===== config.mk =====
export PLATFORM = sky130hd
export DESIGN_NAME = fust_scoreboard
export DESIGN_NICKNAME = d
export VERILOG_FILES = /design/src/rtl/fust_scoreboard.sv
export SDC_FILE = /design/constraint.sdc
export NUM_CORES = 1
export LEC_CHECK = 0
export ABC_AREA = 1
export BUFFER_PORTS_ARGS = -buffer_cell sky130_fd_sc_hd__buf_2
export CORE_AREA = 2 2 144 146
export CTS_CLUSTER_DIAMETER = 100
export DETAILED_ROUTE_END_ITERATION = 6
export DIE_AREA = 0 0 146 148
export PLACE_DENSITY_LB_ADDON = 0.1
export RECOVER_POWER = 50
export SLEW_MARGIN = 20
export SYNTH_ARGS = -nofsm -noshare
export SYNTH_HDL_FRONTEND = slang
export SYNTH_SLANG_ARGS = --single-unit

===== constraint.sdc =====
create_clock -name CLK -period 1.7 [get_ports CLK]
set_input_delay 0.085 -clock CLK [delete_from_list [all_inputs] [get_ports CLK]]
set_output_delay 0.085 -clock CLK [all_outputs]
set_load 0.02 [all_outputs]

===== src/rtl/fust_scoreboard.sv =====
// Functional-unit status table: one row per FU tracks a dispatched op from
// operand wait through issue and execution, with writeback tag clearing and mispredict flush.
module fust_scoreboard #(
   parameter int NUM_FU  = 5,
   parameter int NUM_SRC = 3,
   parameter int NUM_WB  = 2,
   parameter int REG_W   = 5,
   parameter int OP_W    = 4,
   localparam int FU_W   = $clog2(NUM_FU),
   localparam int TAG_W  = $clog2(NUM_FU + 1)
) (
   input  logic                             CLK,
   input  logic                             nRST,
   input  logic                             disp_en,
   input  logic [FU_W-1:0]                  disp_fu,
   input  logic [OP_W-1:0]                  disp_op,
   input  logic [REG_W-1:0]                 disp_rd,
   input  logic [NUM_SRC*REG_W-1:0]         disp_rs,
   input  logic [NUM_SRC*TAG_W-1:0]         disp_tag,
   input  logic                             disp_spec,
   output logic [NUM_FU-1:0]                disp_ready,
   output logic                             disp_err,
   input  logic [NUM_WB-1:0]                wb_valid,
   input  logic [NUM_WB*FU_W-1:0]           wb_fu,
   input  logic                             freeze,
   output logic [NUM_FU-1:0]                issue_valid,
   output logic [NUM_FU*OP_W-1:0]           issue_op,
   output logic [NUM_FU*REG_W-1:0]          issue_rd,
   output logic [NUM_FU*NUM_SRC*REG_W-1:0]  issue_rs,
   input  logic [NUM_FU-1:0]                fu_ack,
   input  logic [NUM_FU-1:0]                fu_done,
   input  logic                             branch_resolved,
   input  logic                             branch_miss,
   output logic [NUM_FU*2-1:0]              row_state
);

   typedef enum logic [1:0] {
      ST_FREE  = 2'd0,
      ST_WAIT  = 2'd1,
      ST_READY = 2'd2,
      ST_EXEC  = 2'd3
   } row_st_e;

   row_st_e                    state_q [NUM_FU];
   row_st_e                    state_d [NUM_FU];
   logic [TAG_W-1:0]           tag_q   [NUM_FU][NUM_SRC];
   logic [TAG_W-1:0]           tag_d   [NUM_FU][NUM_SRC];
   logic [OP_W-1:0]            op_q    [NUM_FU];
   logic [OP_W-1:0]            op_d    [NUM_FU];
   logic [REG_W-1:0]           rd_q    [NUM_FU];
   logic [REG_W-1:0]           rd_d    [NUM_FU];
   logic [NUM_SRC*REG_W-1:0]   rs_q    [NUM_FU];
   logic [NUM_SRC*REG_W-1:0]   rs_d    [NUM_FU];
   logic [NUM_FU-1:0]          spec_q;
   logic [NUM_FU-1:0]          spec_d;
   logic                       disp_err_q;
   logic                       disp_err_d;

   logic                       flush_c;
   logic                       drop_c;
   logic [NUM_FU-1:0]          disp_sel_c;
   logic [NUM_FU-1:0]          row_free_c;
   logic [NUM_FU-1:0]          row_clear_c;
   logic [TAG_W-1:0]           dtag_c  [NUM_SRC];
   logic                       disp_zero_c;

   // A tag of k names FU k-1; tag 0 never matches since it means "available".
   function automatic logic tag_hit(input logic [TAG_W-1:0]       tag,
                                    input logic [NUM_WB-1:0]      vld,
                                    input logic [NUM_WB*FU_W-1:0] fu);
      logic hit;
      hit = 1'b0;
      for (int j = 0; j < NUM_WB; j++) begin
         if (vld[j] && (tag != '0) &&
             (tag == TAG_W'(fu[j*FU_W +: FU_W]) + TAG_W'(1))) begin
            hit = 1'b1;
         end
      end
      return hit;
   endfunction

   always_comb begin
      disp_ready  = '0;
      issue_valid = '0;
      issue_op    = '0;
      issue_rd    = '0;
      issue_rs    = '0;
      row_state   = '0;
      for (int i = 0; i < NUM_FU; i++) begin
         disp_ready[i]                                  = (state_q[i] == ST_FREE);
         issue_valid[i]                                 = (state_q[i] == ST_READY) && !freeze;
         issue_op[i*OP_W +: OP_W]                       = op_q[i];
         issue_rd[i*REG_W +: REG_W]                     = rd_q[i];
         issue_rs[i*NUM_SRC*REG_W +: NUM_SRC*REG_W]     = rs_q[i];
         row_state[i*2 +: 2]                            = state_q[i];
      end
      disp_err = disp_err_q;
   end

   // Dispatch decode; an out-of-range disp_fu selects no row and so errors.
   always_comb begin
      flush_c     = branch_resolved && branch_miss;
      drop_c      = disp_en && disp_spec && flush_c;
      disp_sel_c  = '0;
      row_free_c  = '0;
      for (int i = 0; i < NUM_FU; i++) begin
         disp_sel_c[i] = disp_en && (disp_fu == FU_W'(i));
         row_free_c[i] = (state_q[i] == ST_FREE);
      end
      disp_err_d  = disp_en && !drop_c && ((disp_sel_c & row_free_c) == '0);
      disp_zero_c = 1'b1;
      for (int s = 0; s < NUM_SRC; s++) begin
         dtag_c[s] = disp_tag[s*TAG_W +: TAG_W];
         if (tag_hit(dtag_c[s], wb_valid, wb_fu)) begin
            dtag_c[s] = '0;
         end
         if (dtag_c[s] != '0) begin
            disp_zero_c = 1'b0;
         end
      end
   end

   always_comb begin
      spec_d      = spec_q;
      row_clear_c = '1;
      for (int i = 0; i < NUM_FU; i++) begin
         state_d[i] = state_q[i];
         op_d[i]    = op_q[i];
         rd_d[i]    = rd_q[i];
         rs_d[i]    = rs_q[i];
         for (int s = 0; s < NUM_SRC; s++) begin
            tag_d[i][s] = tag_hit(tag_q[i][s], wb_valid, wb_fu) ? '0 : tag_q[i][s];
            if (tag_d[i][s] != '0) begin
               row_clear_c[i] = 1'b0;
            end
         end
         if (branch_resolved && !branch_miss) begin
            spec_d[i] = 1'b0;
         end

         // Per-row precedence: flush, completion, issue, operand wakeup, dispatch.
         if (flush_c && spec_q[i]) begin
            state_d[i] = ST_FREE;
            spec_d[i]  = 1'b0;
         end else if ((state_q[i] == ST_EXEC) && fu_done[i]) begin
            state_d[i] = ST_FREE;
            spec_d[i]  = 1'b0;
         end else if ((state_q[i] == ST_READY) && issue_valid[i] && fu_ack[i]) begin
            state_d[i] = ST_EXEC;
         end else if ((state_q[i] == ST_WAIT) && row_clear_c[i]) begin
            state_d[i] = ST_READY;
         end else if (disp_sel_c[i] && row_free_c[i] && !drop_c) begin
            state_d[i] = disp_zero_c ? ST_READY : ST_WAIT;
            op_d[i]    = disp_op;
            rd_d[i]    = disp_rd;
            rs_d[i]    = disp_rs;
            spec_d[i]  = disp_spec && !branch_resolved;
            for (int s = 0; s < NUM_SRC; s++) begin
               tag_d[i][s] = dtag_c[s];
            end
         end
      end
   end

   always_ff @(posedge CLK or negedge nRST) begin
      if (!nRST) begin
         for (int i = 0; i < NUM_FU; i++) begin
            state_q[i] <= ST_FREE;
            op_q[i]    <= '0;
            rd_q[i]    <= '0;
            rs_q[i]    <= '0;
            for (int s = 0; s < NUM_SRC; s++) begin
               tag_q[i][s] <= '0;
            end
         end
         spec_q     <= '0;
         disp_err_q <= 1'b0;
      end else begin
         state_q    <= state_d;
         op_q       <= op_d;
         rd_q       <= rd_d;
         rs_q       <= rs_d;
         tag_q      <= tag_d;
         spec_q     <= spec_d;
         disp_err_q <= disp_err_d;
      end
   end

endmodule


==> qor.yml <==
cells_and_area:
  fin_area_mm2: 0.0136
  antennaDiodeCount: 0
  register_area_mm2: 0.00456
  drive_gt1_frac: 0.283
  finalCoreUtilization: 0.677
  layout.nets: 1799
  fillers: 1760
  area_growth_pct: 37.4
  multi_input_area_mm2: 0.00500
setup_path:
  start_kind: "flip-flop"
  reg2reg_from: "tag_q[13]"
  crit_family: "simple AND/OR/NAND/NOR gates"
  critical_path_class: "reg -> reg"
  cp_common_cell: "nand2_1"
  slowest_stage: "dfrtp_1"
  cp_max_fo: 4
  cp-startpoint: "tag_q[13]"
  crit_chain: "inv_2, a21oi_1, nand2_1, nor2_1, nand2_2, nand3_2, nand2_1, nor2_2, nand2_2, nand2_2, nand2_1, nand3_1, nand2_1"
  crit_path_end_kind: "flip-flop"
  critPathMaxStageDelay_ns: 0.43
  crit_buf_inv: 1
  worstPathArrival_ns: 2.01
  worstPathRequired_ns: 2.04
flow_run:
  cap_viol_max_count: 0
global_route:
  grt_overflow: 0
  grt_antenna_before_repair: 0
  grt_pass1_vias: 9918
  track_usage: 0.300
  grt_max_degree: 60
  grt_first_pass_wirelength_mm: 51.7
synth:
  netlist_instances: 1394
  synth_cell_types: 33
  synth_area_mm2: 0.00987
  synth_seq_area_share: 0.459
  syn_nets: 1457
  ys_warn_count: 0
  syn_area_per_cell_um2: 7.08
  ys_ff_latch: 181
detailed_routing:
  firstDrtPassIters: 5
  post-route-drc-count: 0
  vias: 10700
  wl_met1_mm: 13.8
  wl_per_cell_um: 16.8
  via_per_inst: 5.31
  wirelength_mm: 34.0
  top_layer_used: "met4"
  ant_nets: 0
  wl_met2_mm: 15.9
  wl_met3_mm: 2.92
  first_iter_violations: 780
placed_design:
  hpwl_mm: 22.7
  place_ws_ns: -0.311
  dpl_cell_area_mm2: 0.0120
  gp_congestion: 1.00
  io_buffers: 201
timing:
  hold_viol_final: 0
  report.final.slew_viol_count: 0
  worst_slew_pin_slew_ns: 1.05
  fmax_mhz: 598
  grt_setup_unrepaired: "yes"
  min_period_over_period: 0.984
  setup_tns_ns: 0
  fin_ws_ns: 0.0279
  final.setup_skew_ns: 0.0150
  period_needed_ns: 1.67
  relSlewSlack: 0.299
  setup_viol: 0
status:
  status: "complete, no violations"
clocking:
  cts.path.max_buffers: 2
  cts_sinks: 181
  cts_root_buf: "clkbuf_16"
  clock_latency_ns: 0.45
  path_clk_slew_ns: 0.08
  htreeDepth: 4
  cts_buffers: 17
  cts_tree: "built"
die:
  coreArea_mm2: 0.0200
  die_h_um: 148
  ioPinCount: 202
  rows: 52
  initial_core_util: 0.493
  die_w_um: 146
  die-area_mm2: 0.0216
pwr:
  total_power_mw: 21.7
  ir_drop_v: 0.00115
  p_per_area_mw_per_mm2: 1600
  leakagePower_nw: 7.15
worst_hold_path:
  hold_path_class: "in -> reg"
  hp-start: "fu_done[3]"
[worst paths after layout]
path                                     end  cells past startpoint  slack (ns)
worst min-delay path               spec_q[3]                      4        0.02
worst min register to register  issue_rs[42]                      2        0.49
min in group asynchronous           disp_err                      2        0.35
max in group asynchronous          tag_q[34]                      3        0.27
worst max register to register  row_state[6]                     13        0.03
worst max-delay path            row_state[6]                     13        0.03
[worst min-delay path, delay by kind of cell]
| kind | cells | cell delay (ns) |
|---|---|---|
| and+or+nand+nor | 2 | 0.18 |
| buffers and inverters | 2 | 0.17 |
[synth_stat cells (all sizes together)]
| library cell | instances | area (um^2) |
|---|---|---|
| a21oi | 29 | 149 |
| and2 | 2 | 12.5 |
| and3 | 1 | 6.26 |
| buf | 30 | 215 |
| clkbuf | 20 | 75.1 |
| dfrtp | 181 | 4530 |
| ha | 2 | 25.0 |
| inv | 145 | 549 |
| mux2i | 2 | 20.0 |
| nand2 | 527 | 2030 |
| nand3 | 156 | 796 |
| nand4 | 19 | 119 |
| nor2 | 100 | 400 |
| nor3 | 5 | 25.0 |
| nor3b | 1 | 7.51 |
| nor4 | 3 | 18.8 |
| o2111a | 1 | 11.3 |
| o211ai | 6 | 45.0 |
| o21ai | 160 | 801 |
| o31ai | 1 | 7.51 |
| xnor2 | 2 | 17.5 |
| xor2 | 1 | 8.76 |
[state kept, by name (all words and copies together), names as in the netlist]
| signal | flops |
|---|---|
| issue_rs | 75 |
| tag_q | 45 |
| issue_rd | 25 |
| issue_op | 20 |
| row_state | 10 |
| spec_q | 5 |
| disp_err | 1 |
[power by group]
| group | internal [mW] | total, mW | switching [mW] |
|---|---|---|---|
| Sequential | 6.11 | 7.51 | 1.40 |
| Clock | 2.03 | 4.12 | 2.09 |
| Combinational | 3.63 | 10.1 | 6.44 |
| Total | 11.8 | 21.7 | 9.93 |
[placed cells by master (no fill, tap or decap), types with 4 or more instances in the layout]
master,synthesis,layout
a21oi_1,28,25
a21oi_2,1,4
buf_12,0,13
buf_2,16,132
buf_4,6,119
buf_6,8,5
clkbuf_1,20,67
clkbuf_16,0,18
clkinv_8,0,6
dfrtp_1,181,156
dfrtp_2,0,25
dlygate4sd3_1,0,33
inv_1,133,109
inv_2,10,33
nand2_1,514,496
nand2_2,9,25
nand2_4,4,7
nand3_1,153,102
nand3_2,3,54
nand4_1,19,19
nor2_1,94,65
nor2_2,4,20
nor2_4,2,15
o211ai_1,6,6
o21ai_0,143,142
o21ai_1,17,18
[through the flow]
step | cells | hold WS, ns
floorplan | 1394 | -0.211
global placement | 1919 | 0.0205
detailed placement | 1919 | 0.0209
CTS | 1984 | 0.00239
global route | 2019 | 0.0338
finish | 2019 | 0.0208
[metal layers]
layer | vias to the layer above | track usage
met5 | - | 0
met4 | 0 | 0.127
met3 | 106 | 0.0769
met2 | 489 | 0.483
met1 | 4996 | 0.386
li1 | 5139 | -
[area by class of cell]
type | instances | share of cell area
Multi-Input combinational cell | 1019 | 0.369
Sequential cell | 181 | 0.336
Timing Repair Buffer | 372 | 0.183
Inverter | 145 | 0.0407
Clock buffer | 17 | 0.0314
Tap cell | 270 | 0.0249
Clock inverter | 15 | 0.0148
[kinds of logic after synthesis]
logic type | after synthesis | share of synthesized area
and+or+nand+nor | 814 | 0.346
muxes | 2 | 0.00203
DFF | 181 | 0.459
xor gates and xnor gates | 3 | 0.00266
adders and majority gates | 2 | 0.00254
AOI/OAI and AO/OA | 197 | 0.103
buffers and inverters | 195 | 0.0851
[what timing repair did]
| action | 4_1_cts | 5_1_grt |
|---|---|---|
| setup buffers | 0 | 33 |
| cloned | 0 | 2 |
| endpoints found under the hold margin | 289 | 0 |
| hold buffers | 33 | 0 |
| pin swaps | 0 | 77 |
| setup endpoints to repair | 25 | 114 |
| gates resized for setup | 3 | 155 |
Power figures use the tool's default switching activity.
